===== src/rtl/mc_control_fsm.sv =====
// Multi-cycle controller for the MIPS datapath: latches one instruction and sequences
// the datapath control lines through DECODE/EXEC/MEM/WB, with a bounded dmem wait.
module mc_control_fsm #(
    parameter logic [4:0] ALU_ADD     = 5'd0,
    parameter logic [4:0] ALU_SUB     = 5'd1,
    parameter logic [4:0] ALU_AND     = 5'd2,
    parameter logic [4:0] ALU_OR      = 5'd3,
    parameter logic [4:0] ALU_SLT     = 5'd4,
    parameter int         MEM_TIMEOUT = 16
) (
    input  logic        clk,
    input  logic        rst,
    input  logic        instr_valid,
    input  logic [31:0] instr,
    output logic        instr_ready,
    output logic [31:0] instr_q,
    input  logic        iszero,
    input  logic        mem_ack,
    output logic [4:0]  alu_control,
    output logic        RegDst,
    output logic        RegWrite,
    output logic        ALUsrc,
    output logic        MemWrite,
    output logic        MemRead,
    output logic        MemToReg,
    output logic        retired,
    output logic        branch_taken,
    output logic        illegal,
    output logic        mem_err
);

    localparam int             CW       = (MEM_TIMEOUT > 1) ? $clog2(MEM_TIMEOUT) : 1;
    localparam logic [CW-1:0]  CNT_LAST = CW'(MEM_TIMEOUT - 1);

    typedef enum logic [2:0] {S_IDLE, S_DECODE, S_EXEC, S_MEM, S_WB} state_t;
    typedef enum logic [2:0] {C_R, C_ADDI, C_LW, C_SW, C_BEQ, C_ILL} cls_t;

    state_t        state_q, state_d;
    cls_t          cls_q, cls_d, dec_cls;
    logic [4:0]    alu_q, alu_d, dec_alu;
    logic [31:0]   instr_d;
    logic [CW-1:0] cnt_q, cnt_d;
    logic          ctrl_on;

    // Instruction class is resolved at accept time so later states only look at cls_q.
    always_comb begin
        dec_cls = C_ILL;
        dec_alu = ALU_ADD;
        case (instr[31:26])
            6'b000000: begin
                case (instr[5:0])
                    6'b100000: begin dec_cls = C_R; dec_alu = ALU_ADD; end
                    6'b100010: begin dec_cls = C_R; dec_alu = ALU_SUB; end
                    6'b100100: begin dec_cls = C_R; dec_alu = ALU_AND; end
                    6'b100101: begin dec_cls = C_R; dec_alu = ALU_OR;  end
                    6'b101010: begin dec_cls = C_R; dec_alu = ALU_SLT; end
                    default:   dec_cls = C_ILL;
                endcase
            end
            6'b100011: dec_cls = C_LW;
            6'b101011: dec_cls = C_SW;
            6'b001000: dec_cls = C_ADDI;
            6'b000100: begin dec_cls = C_BEQ; dec_alu = ALU_SUB; end
            default:   dec_cls = C_ILL;
        endcase
    end

    assign ctrl_on = (state_q == S_EXEC) || (state_q == S_MEM) || (state_q == S_WB);

    always_comb begin
        state_d      = state_q;
        cls_d        = cls_q;
        alu_d        = alu_q;
        instr_d      = instr_q;
        cnt_d        = cnt_q;
        instr_ready  = 1'b0;
        alu_control  = 5'd0;
        RegDst       = 1'b0;
        RegWrite     = 1'b0;
        ALUsrc       = 1'b0;
        MemWrite     = 1'b0;
        MemRead      = 1'b0;
        MemToReg     = 1'b0;
        retired      = 1'b0;
        branch_taken = 1'b0;
        illegal      = 1'b0;
        mem_err      = 1'b0;

        if (ctrl_on) begin
            alu_control = alu_q;
            ALUsrc      = (cls_q == C_ADDI) || (cls_q == C_LW) || (cls_q == C_SW);
            RegDst      = (cls_q == C_R);
            MemToReg    = (cls_q == C_LW);
        end

        case (state_q)
            S_IDLE: begin
                instr_ready = 1'b1;
                if (instr_valid) begin
                    instr_d = instr;
                    cls_d   = dec_cls;
                    alu_d   = dec_alu;
                    state_d = S_DECODE;
                end
            end
            S_DECODE: begin
                if (cls_q == C_ILL) begin
                    illegal = 1'b1;
                    state_d = S_IDLE;
                end else begin
                    state_d = S_EXEC;
                end
            end
            S_EXEC: begin
                if (cls_q == C_BEQ) begin
                    branch_taken = iszero;
                    retired      = 1'b1;
                    state_d      = S_IDLE;
                end else if ((cls_q == C_LW) || (cls_q == C_SW)) begin
                    cnt_d   = '0;
                    state_d = S_MEM;
                end else begin
                    state_d = S_WB;
                end
            end
            S_MEM: begin
                MemRead  = (cls_q == C_LW);
                MemWrite = (cls_q == C_SW);
                // An ack arriving in the final allowed cycle still completes the access.
                if (mem_ack) begin
                    if (cls_q == C_LW) begin
                        state_d = S_WB;
                    end else begin
                        retired = 1'b1;
                        state_d = S_IDLE;
                    end
                end else if (cnt_q == CNT_LAST) begin
                    mem_err = 1'b1;
                    state_d = S_IDLE;
                end else begin
                    cnt_d = cnt_q + 1'b1;
                end
            end
            S_WB: begin
                RegWrite = 1'b1;
                retired  = 1'b1;
                state_d  = S_IDLE;
            end
            default: state_d = S_IDLE;
        endcase

        // Reset silences every strobe in the same cycle, so an in-flight write never lands.
        if (rst) begin
            instr_ready  = 1'b0;
            alu_control  = 5'd0;
            RegDst       = 1'b0;
            RegWrite     = 1'b0;
            ALUsrc       = 1'b0;
            MemWrite     = 1'b0;
            MemRead      = 1'b0;
            MemToReg     = 1'b0;
            retired      = 1'b0;
            branch_taken = 1'b0;
            illegal      = 1'b0;
            mem_err      = 1'b0;
        end
    end

    always_ff @(posedge clk) begin
        if (rst) begin
            state_q <= S_IDLE;
            cls_q   <= C_ILL;
            alu_q   <= 5'd0;
            instr_q <= 32'd0;
            cnt_q   <= '0;
        end else begin
            state_q <= state_d;
            cls_q   <= cls_d;
            alu_q   <= alu_d;
            instr_q <= instr_d;
            cnt_q   <= cnt_d;
        end
    end

endmodule


===== config.mk =====
export PLATFORM = sky130hd
export DESIGN_NAME = mc_control_fsm
export DESIGN_NICKNAME = d
export VERILOG_FILES = /design/src/rtl/mc_control_fsm.sv
export SDC_FILE = /design/constraint.sdc
export NUM_CORES = 1
export LEC_CHECK = 0
export ABC_AREA = 1
export BUFFER_PORTS_ARGS = -buffer_cell sky130_fd_sc_hd__buf_2
export CORE_MARGIN = 5
export CORE_UTILIZATION = 40
export CTS_CLUSTER_DIAMETER = 40
export DETAILED_ROUTE_END_ITERATION = 8
export GPL_ROUTABILITY_DRIVEN = 0
export GPL_TIMING_DRIVEN = 0
export PLACE_DENSITY = 0.68
export REMOVE_ABC_BUFFERS = 1
export SYNTH_ARGS = -nofsm -noshare
export SYNTH_HDL_FRONTEND = slang
export SYNTH_SLANG_ARGS = --single-unit

===== constraint.sdc =====
create_clock -name clk -period 3.4 [get_ports clk]
set_input_delay 0.17 -clock clk [delete_from_list [all_inputs] [get_ports clk]]
set_output_delay 0.17 -clock clk [all_outputs]
set_load 0.05 [all_outputs]

---- Yosys cells after proc, flatten, opt, wreduce, memory -nomap -nowiden ----
Index checks and enable logic that the tools add are counted.
storage, ports and cells
  bits in writable memories ............... 0
  latch bits .............................. 0
  output and inout bits ................... 48
  bits in registers ....................... 47
  bits in read-only memories .............. 0
  memories kept ........................... 0
  bits of input ports ..................... 37
operators by class
  mux-type cells .......................... 48
  bitwise logic cells ..................... 0
  $lt $le $gt $ge ......................... 0
  add/sub/neg operators ................... 1
  equal/unequal tests ..................... 25
  shift operators ......................... 0
  reductions and logical operators ........ 13
  multipliers ............................. 0
  divide/modulo/power cells ............... 0
operator list
  kind                                           number
  == test 6 bit, second input constant           7
  two-way mux 1 bit                              28
  one-hot mux 3 bit (4 select lines)             2
  two-way mux 3 bit                              7
  two-way mux 4 bit                              4
  one-hot mux 3 bit (5 select lines)             1
  == test 3 x 2 -> 1 bit, second input constant  4
  two-way mux 5 bit                              2
  == test 3 bit, second input constant           3
  != test 2 bit, second input constant           4
  one-hot mux 4 bit (2 select lines)             1
  == test 3 x 1 -> 1 bit, second input constant  2
  == test 6 x 3 -> 1 bit, second input constant  1
  == test 6 x 4 -> 1 bit, second input constant  1
  logical NOT 3 bit                              2
  logical NOT 6 bit                              1
  one-hot mux 3 bit (2 select lines)             1
  logical OR 1 bit                               5
  AND reduction 5 bit                            1
  OR reduction 5 bit                             1
  adder 4 x 1 -> 4 bit, second input constant    1
  == test 4 bit, second input constant           1
  AND reduction 2 bit                            2
  != test 3 x 2 -> 1 bit, second input constant  1
  4 further kinds                                4

---- Depth between registers and ports, before layout ----
Gate-level depths: netlist (run 1).
  word-level depth ........................ 5
  mapped depth ............................ 9
  mapped depth without buffers ............ 9

---- Worst setup path before layout (run 1) ----
Ideal clock, no wire load.
  kind .................................... register -> output
  start point ............................. register state_q[1]
  end point ............................... output port RegDst
  arrival ................................. 2.214 ns
  cell stages (with the launch flop) ...... 5
  slack ................................... 1.016 ns
  data required time ...................... 3.230 ns
  path through ............................ dfxtp_1 -> inv_2 -> nor2_1 -> o21ai_1 -> nor4_1
on the way
  longest elaborated chain between the ends .. 5
ends and longest elaborated chain
  item                      line  RTL
  start: declaration        38    state_t state_q, state_d;
  start signal: assignment  177   state_q <= state_d;
  == test 3 x 2 -> 1 bit    68    assign ctrl_on = (state_q == S_EXEC) || (state_q == S_MEM) || (state_q == S_WB);
  logical OR 1 bit          68
  logical OR 1 bit *        68
  two-way mux 1 bit *       89    if (ctrl_on) begin
  two-way mux 1 bit *       153   if (rst) begin
  end: declaration          20    output logic RegDst,
Mark *: on every way between the ends. The rest lies on a longest branch, timed or not.

---- Worst setup path in the final report (run 1) ----
  start point ............................. input port rst
  end point ............................... output port RegDst
on the way
  longest elaborated chain between the ends .. 1
ends and longest elaborated chain
  item                line  RTL
  start: declaration  12    input logic rst,
  two-way mux 1 bit   153
Every way passes these cells.

==> flow_summary.yaml, run 1 <==
outcome:
  status: "finished, final reports clean"
global_route:
  track_usage: 0.162
  grt.overflow.total: 0
  grt_start_max_net_pins: 44
  first_global_vias: 1918
  grt_pass1_wl_um: 8600
  grt_antenna_before_repair: 0
placement:
  placed_cells: 450
  place.port_buffers: 82
  place_hpwl_um: 3680
route:
  drtIter0Drc: 55
  wl_um: 5230
  wl_met3_um: 548
  wl_per_cell_um: 11.4
  met1_length_um: 2440
  wl_met2_um: 2200
  drt-pass1-iter-count: 4
  vias: 2118
  vias_per_cell: 4.62
  ant_nets: 0
  highest_layer: "met4"
  drc: 0
worst_setup_path:
  required_ns: 3.23
  crit_type: "input port to output pin"
  end_kind: "output pin"
  cp_max_fo: 38
  crit_buf_inv: 3
  arrival_ns: 2.18
  slowest_delay_ns: 0.78
  startpoint_type: "input port"
  crit_chain: "buf_2 > inv_1 > o21ai_1 > nor4_1 > buf_2"
  critPathSlowestCell: "inv_1"
  critPathTopFamily: "buffers and inverters"
  crit_top_cell: "buf_2"
clock_network:
  cts_buffers: 5
  cts.clk_slew.worst_paths_ns: 0.08
  cts-root-buf: "clkbuf_8"
  cts_num_sinks: 45
  cts.path.max_buffers: 2
  cts_resized: 0
  htree_levels: 2
  clkLatencyLatePin_ns: 0.29
  post_cts_buffers: 0
  hold_buffers: 0
  tritoncts: "done"
worst_hold_path:
  min_path_type: "input port to flop"
sta:
  setup_viol: 0
  hold_viol: 0
  post-route-period-util: 0.691
  period_minus_slack_ns: 2.35
  drv_slew: 0
  finalClockSkew_ns: 0.00540
  worst_pin_slew_ns: 1.03
  fmax_ghz: 0.426
  finalSetupTns_ns: 0
  rsz0062_at_grt: "false"
  slew_headroom: 0.311
finish:
  final_util: 0.514
  diodes: 0
  finalNonFillerCells: 458
  final_nets: 425
  syn_to_final_growth_pct: 24.5
  fill_cells: 534
  layout-drive-gt1-share: 0.258
floorplan:
  die_h_um: 82.6
  ios: 85
  coreArea_um2: 5110
  die_w_um: 82.6
  num_rows: 26
  initial_core_util: 0.413
  dieArea_um2: 6820
logic_synthesis:
  synth-seq-cells: 45
  postSynthCellCount: 312
  yosysTopAreaCell: "dfxtp_1"
  synth_area_leaders: "dfxtp_1 (43%), nor2_1 (16%), nand2_1 (8.7%)"
  synth_cell_types: 28
  yosys.area.top_type_share: 0.427
  ys_seq_area_frac: 0.427
  yosys_warnings: 0
  syn_area_um2: 2110
  avgSynthCellArea_um2: 6.76
pwr:
  power_mw: 1.37
  vdd_ir_drop_max_uv: 318
  power_density_nw_per_um2: 523
  p_leak_nw: 1.33
job:
  maxCapViolCount: 0
[registers in the layout, indices dropped and copies added (netlist names)]
signal / flops
instr_q: 32
cnt_q: 4
cls_q: 3
state_q: 3
alu_q: 3
[path summary, 6_finish.rpt]
| check | startpoint | depth (start not counted) | slack [ns] | end |
|---|---|---|---|---|
| max | rst | 5 | 1.05 | RegDst |
| min | instr[18] | 3 | 0.09 | instr_q[18] |
| max reg2reg | state_q[0] | 7 | 1.61 | alu_q[1] |
| min reg2reg | alu_q[2] | 2 | 0.48 | alu_q[2] |
[kinds of logic after synthesis]
family,synth area share
simple gates,0.339
compound gates,0.128
flops,0.427
buf+inv,0.0979
fa+ha+maj,0.00593
other cells,0.00178
[metal layers]
metal	vias to the layer above	track usage
li1	1127	-
met1	916	0.206
met2	71	0.253
met3	4	0.0651
met4	0	0.0441
met5	-	0
[Yosys cell counts]
cell type  instances
inv_1             24
o21ai_1            5
nand2_1           49
nor2_1            92
a21oi_2            1
o21ai_0           32
nand4_1            1
buf_4              5
nor3_1             5
buf_2              1
ha_1               1
buf_1              1
inv_4              1
clkbuf_2           3
inv_2              2
buf_6              3
a21oi_1           15
nor2_8             1
nor2_2             3
nor4_1             2
dfxtp_1           45
nand3_1           10
nand3b_1           2
conb_1             1
nand2_2            2
clkbuf_1           2
nor3b_1            2
nor2_4             1
[metrics by stage]
step                hold WS (ns)  setup slack [ns]  cell area, um^2
floorplan                  0.239             0.875             2010
global placement           0.391              1.01             2510
detailed placement         0.399             0.975             2510
CTS                       0.0849             0.984             2620
global route              0.0824             0.769             2620
finish                    0.0943              1.05             2620
[cells in the final DEF, fill, tap and decap left out, drive strengths merged, types with 5 or more instances in the layout]
cell type / Yosys / final
nand3: 10 / 10
nand2: 51 / 51
nor2: 97 / 97
o21ai: 37 / 37
dfxtp: 45 / 45
buf: 10 / 82
clkbuf: 5 / 7
nor3: 5 / 5
a21oi: 16 / 16
inv: 27 / 27
[worst min-delay path: cells and delay by family]
family | cells | cell delay (ns)
buf+inv | 1 | 0.07
simple gates | 2 | 0.11
[power by group]
group | internal [mW] | leakage (nW) | switching [mW]
registers | 0.575 | 0.371 | 0.0264
logic | 0.0853 | 0.896 | 0.277
clock network | 0.240 | 0.0585 | 0.170
total | 0.900 | 1.33 | 0.473
[cell type report]
| cell class | count | area [um^2] | area share |
|---|---|---|---|
| tap | 70 | 87.6 | 0.0334 |
| clock buffer | 7 | 86.3 | 0.0329 |
| clock inverter | 1 | 30.0 | 0.0114 |
| multi-input combinational | 226 | 1000 | 0.383 |
| inverter | 27 | 104 | 0.0396 |
| timing repair buffer | 82 | 410 | 0.156 |
| sequential | 45 | 901 | 0.343 |
Power figures use the tool's default switching activity.
==> run 2: changes to the inputs <==
PLACE_DENSITY = 0.71   (was 0.68)
clock period = 2 ns   (was 3.4 ns; I/O delays follow)
==> run 2 against run 1 <==
Core utilization increased by 0.17 points. Non-clock buffer count unchanged. Combinational power increased by 70%.
==> flow_summary.yaml, run 2 (same netlist as run 1, synthesis figures left out) <==
floorplan:
  die_w_um: 82.6
  initial_core_util: 0.413
  dieArea_um2: 6820
  coreArea_um2: 5110
  num_rows: 26
  ios: 85
  die_h_um: 82.6
clock_network:
  hold_buffers: 0
  cts_buffers: 5
  clkLatencyLatePin_ns: 0.29
  cts_num_sinks: 45
  htree_levels: 2
  cts.path.max_buffers: 2
  cts.clk_slew.worst_paths_ns: 0.08
  cts-root-buf: "clkbuf_8"
  tritoncts: "done"
worst_setup_path:
  required_ns: 1.90
  r2r_start: "state_q[0]"
  cp_max_fo: 7
  critPathSlowestCell: "dfxtp_1"
  arrival_ns: 1.73
  end_kind: "output pin"
  crit_type: "flop to output pin"
  crit_chain: "inv_2 > nor2_1 > o21ai_1 > nor4_1 > buf_2"
  startpoint_type: "flop"
  startpoint: "state_q[1]"
  slowest_delay_ns: 0.45
pwr:
  vdd_ir_drop_max_uv: 538
  power_density_nw_per_um2: 888
  p_leak_nw: 1.32
global_route:
  first_global_vias: 1942
  grt_pass1_wl_um: 8590
  grt.overflow.total: 0
  grt_antenna_before_repair: 0
  grt_start_max_net_pins: 44
  track_usage: 0.161
sta:
  fmax_ghz: 0.548
  post-route-period-util: 0.913
  drv_slew: 0
  rsz0062_at_grt: "false"
  hold_viol: 0
  finalClockSkew_ns: 0.00522
  worst_pin_slew_ns: 0.642
  slew_headroom: 0.570
  period_minus_slack_ns: 1.83
  setup_viol: 0
finish:
  final_common_cell: "nor2_1"
  diodes: 0
  layout-drive-gt1-share: 0.262
  final_util: 0.515
  largest-register: "instr_q"
  final_nets: 426
  syn_to_final_growth_pct: 24.9
  largest_register_ffs: 32
  final_cell_area_um2: 2630
  top_regs: "instr_q: 32 flops, cnt_q: 4 flops"
  final_cell_mix: "nor2_1 (92), buf_2 (82), nand2_1 (49), dfxtp_1 (45), o21ai_0 (32)"
route:
  wl_per_cell_um: 11.8
  drc: 0
  vias: 2143
  vias_per_cell: 4.67
  drtIter0Drc: 67
  ant_nets: 0
  drt-pass1-iter-count: 5
  wl_um: 5400
worst_hold_path:
  hold_path.startpoint: "instr[8]"
  min_path_type: "input port to flop"
placement:
  place_hpwl_um: 3770
  postPlaceCellArea_um2: 2510
  place.port_buffers: 82
outcome:
  status: "finished, final reports clean"
job:
  maxCapViolCount: 0
[run 2: changes by cell type in the layout (fill, tap and decap cells not counted)]
cell,delta
inv_1,-1
clkinvlp_4,+1
clkinvlp_2,+1
[run 2: critical path: cells and delay by family (launching register included)]
kind,cells,cell delay [ns]
flip-flops,1,0.45
buffers and inverters,2,0.39
AND/OR/NAND/NOR,2,0.39
AO/OA/AOI/OAI,1,0.22
[run 2: where the power goes]
group	leakage (nW)	internal, mW	switching (mW)	total, mW
sequential	0.371	0.978	0.0461	1.02
combinational	0.891	0.145	0.472	0.617
clock	0.0585	0.407	0.289	0.696
total	1.32	1.53	0.807	2.34
[run 2: final cells by class]
type,count,area (um^2)
inverter,27,108
sequential,45,901
clock buffer,7,86.3
fill,539,2470
clock inverter,1,30.0
tap,70,87.6
timing repair inverter,1,5.00
timing repair buffer,82,410
multi-input combinational,226,1000
[run 2: metrics by stage]
step | total power [mW] | setup TNS [ns] | hold slack, ns | cells | setup slack [ns]
global route | 2.47 | 0 | 0.0262 | 459 | 0.00201
global placement | 1.65 | -1.07 | 0.321 | 450 | -0.264
CTS | 2.36 | 0 | 0.0188 | 458 | 0.0205
floorplan | 1.49 | -0.593 | 0.169 | 298 | -0.385
detailed placement | 1.66 | -1.04 | 0.327 | 450 | -0.259
finish | 2.34 | 0 | 0.0247 | 459 | 0.174
[run 2: final timing paths]
path         cells past startpoint  slack [ns]    endpoint
min                              3        0.02  instr_q[8]
max reg2reg                      7        0.21    alu_q[1]
min reg2reg                      2        0.47    alu_q[2]
max                              5        0.17      RegDst
[run 2: per-layer routing]
metal / vias up / share of wire / track usage
li1: 1129 / - / -
met1: 936 / 0.46 / 0.198
met2: 72 / 0.44 / 0.256
met3: 6 / 0.094 / 0.0618
met4: 0 / 0.011 / 0.0539
met5: - / 0 / 0
[run 2: timing repair]
action	CTS	global route
endpoints found under the setup margin	7	7
gates cloned	0	1
gates resized for setup	1	0
pin swaps	0	0
setup buffers	0	0
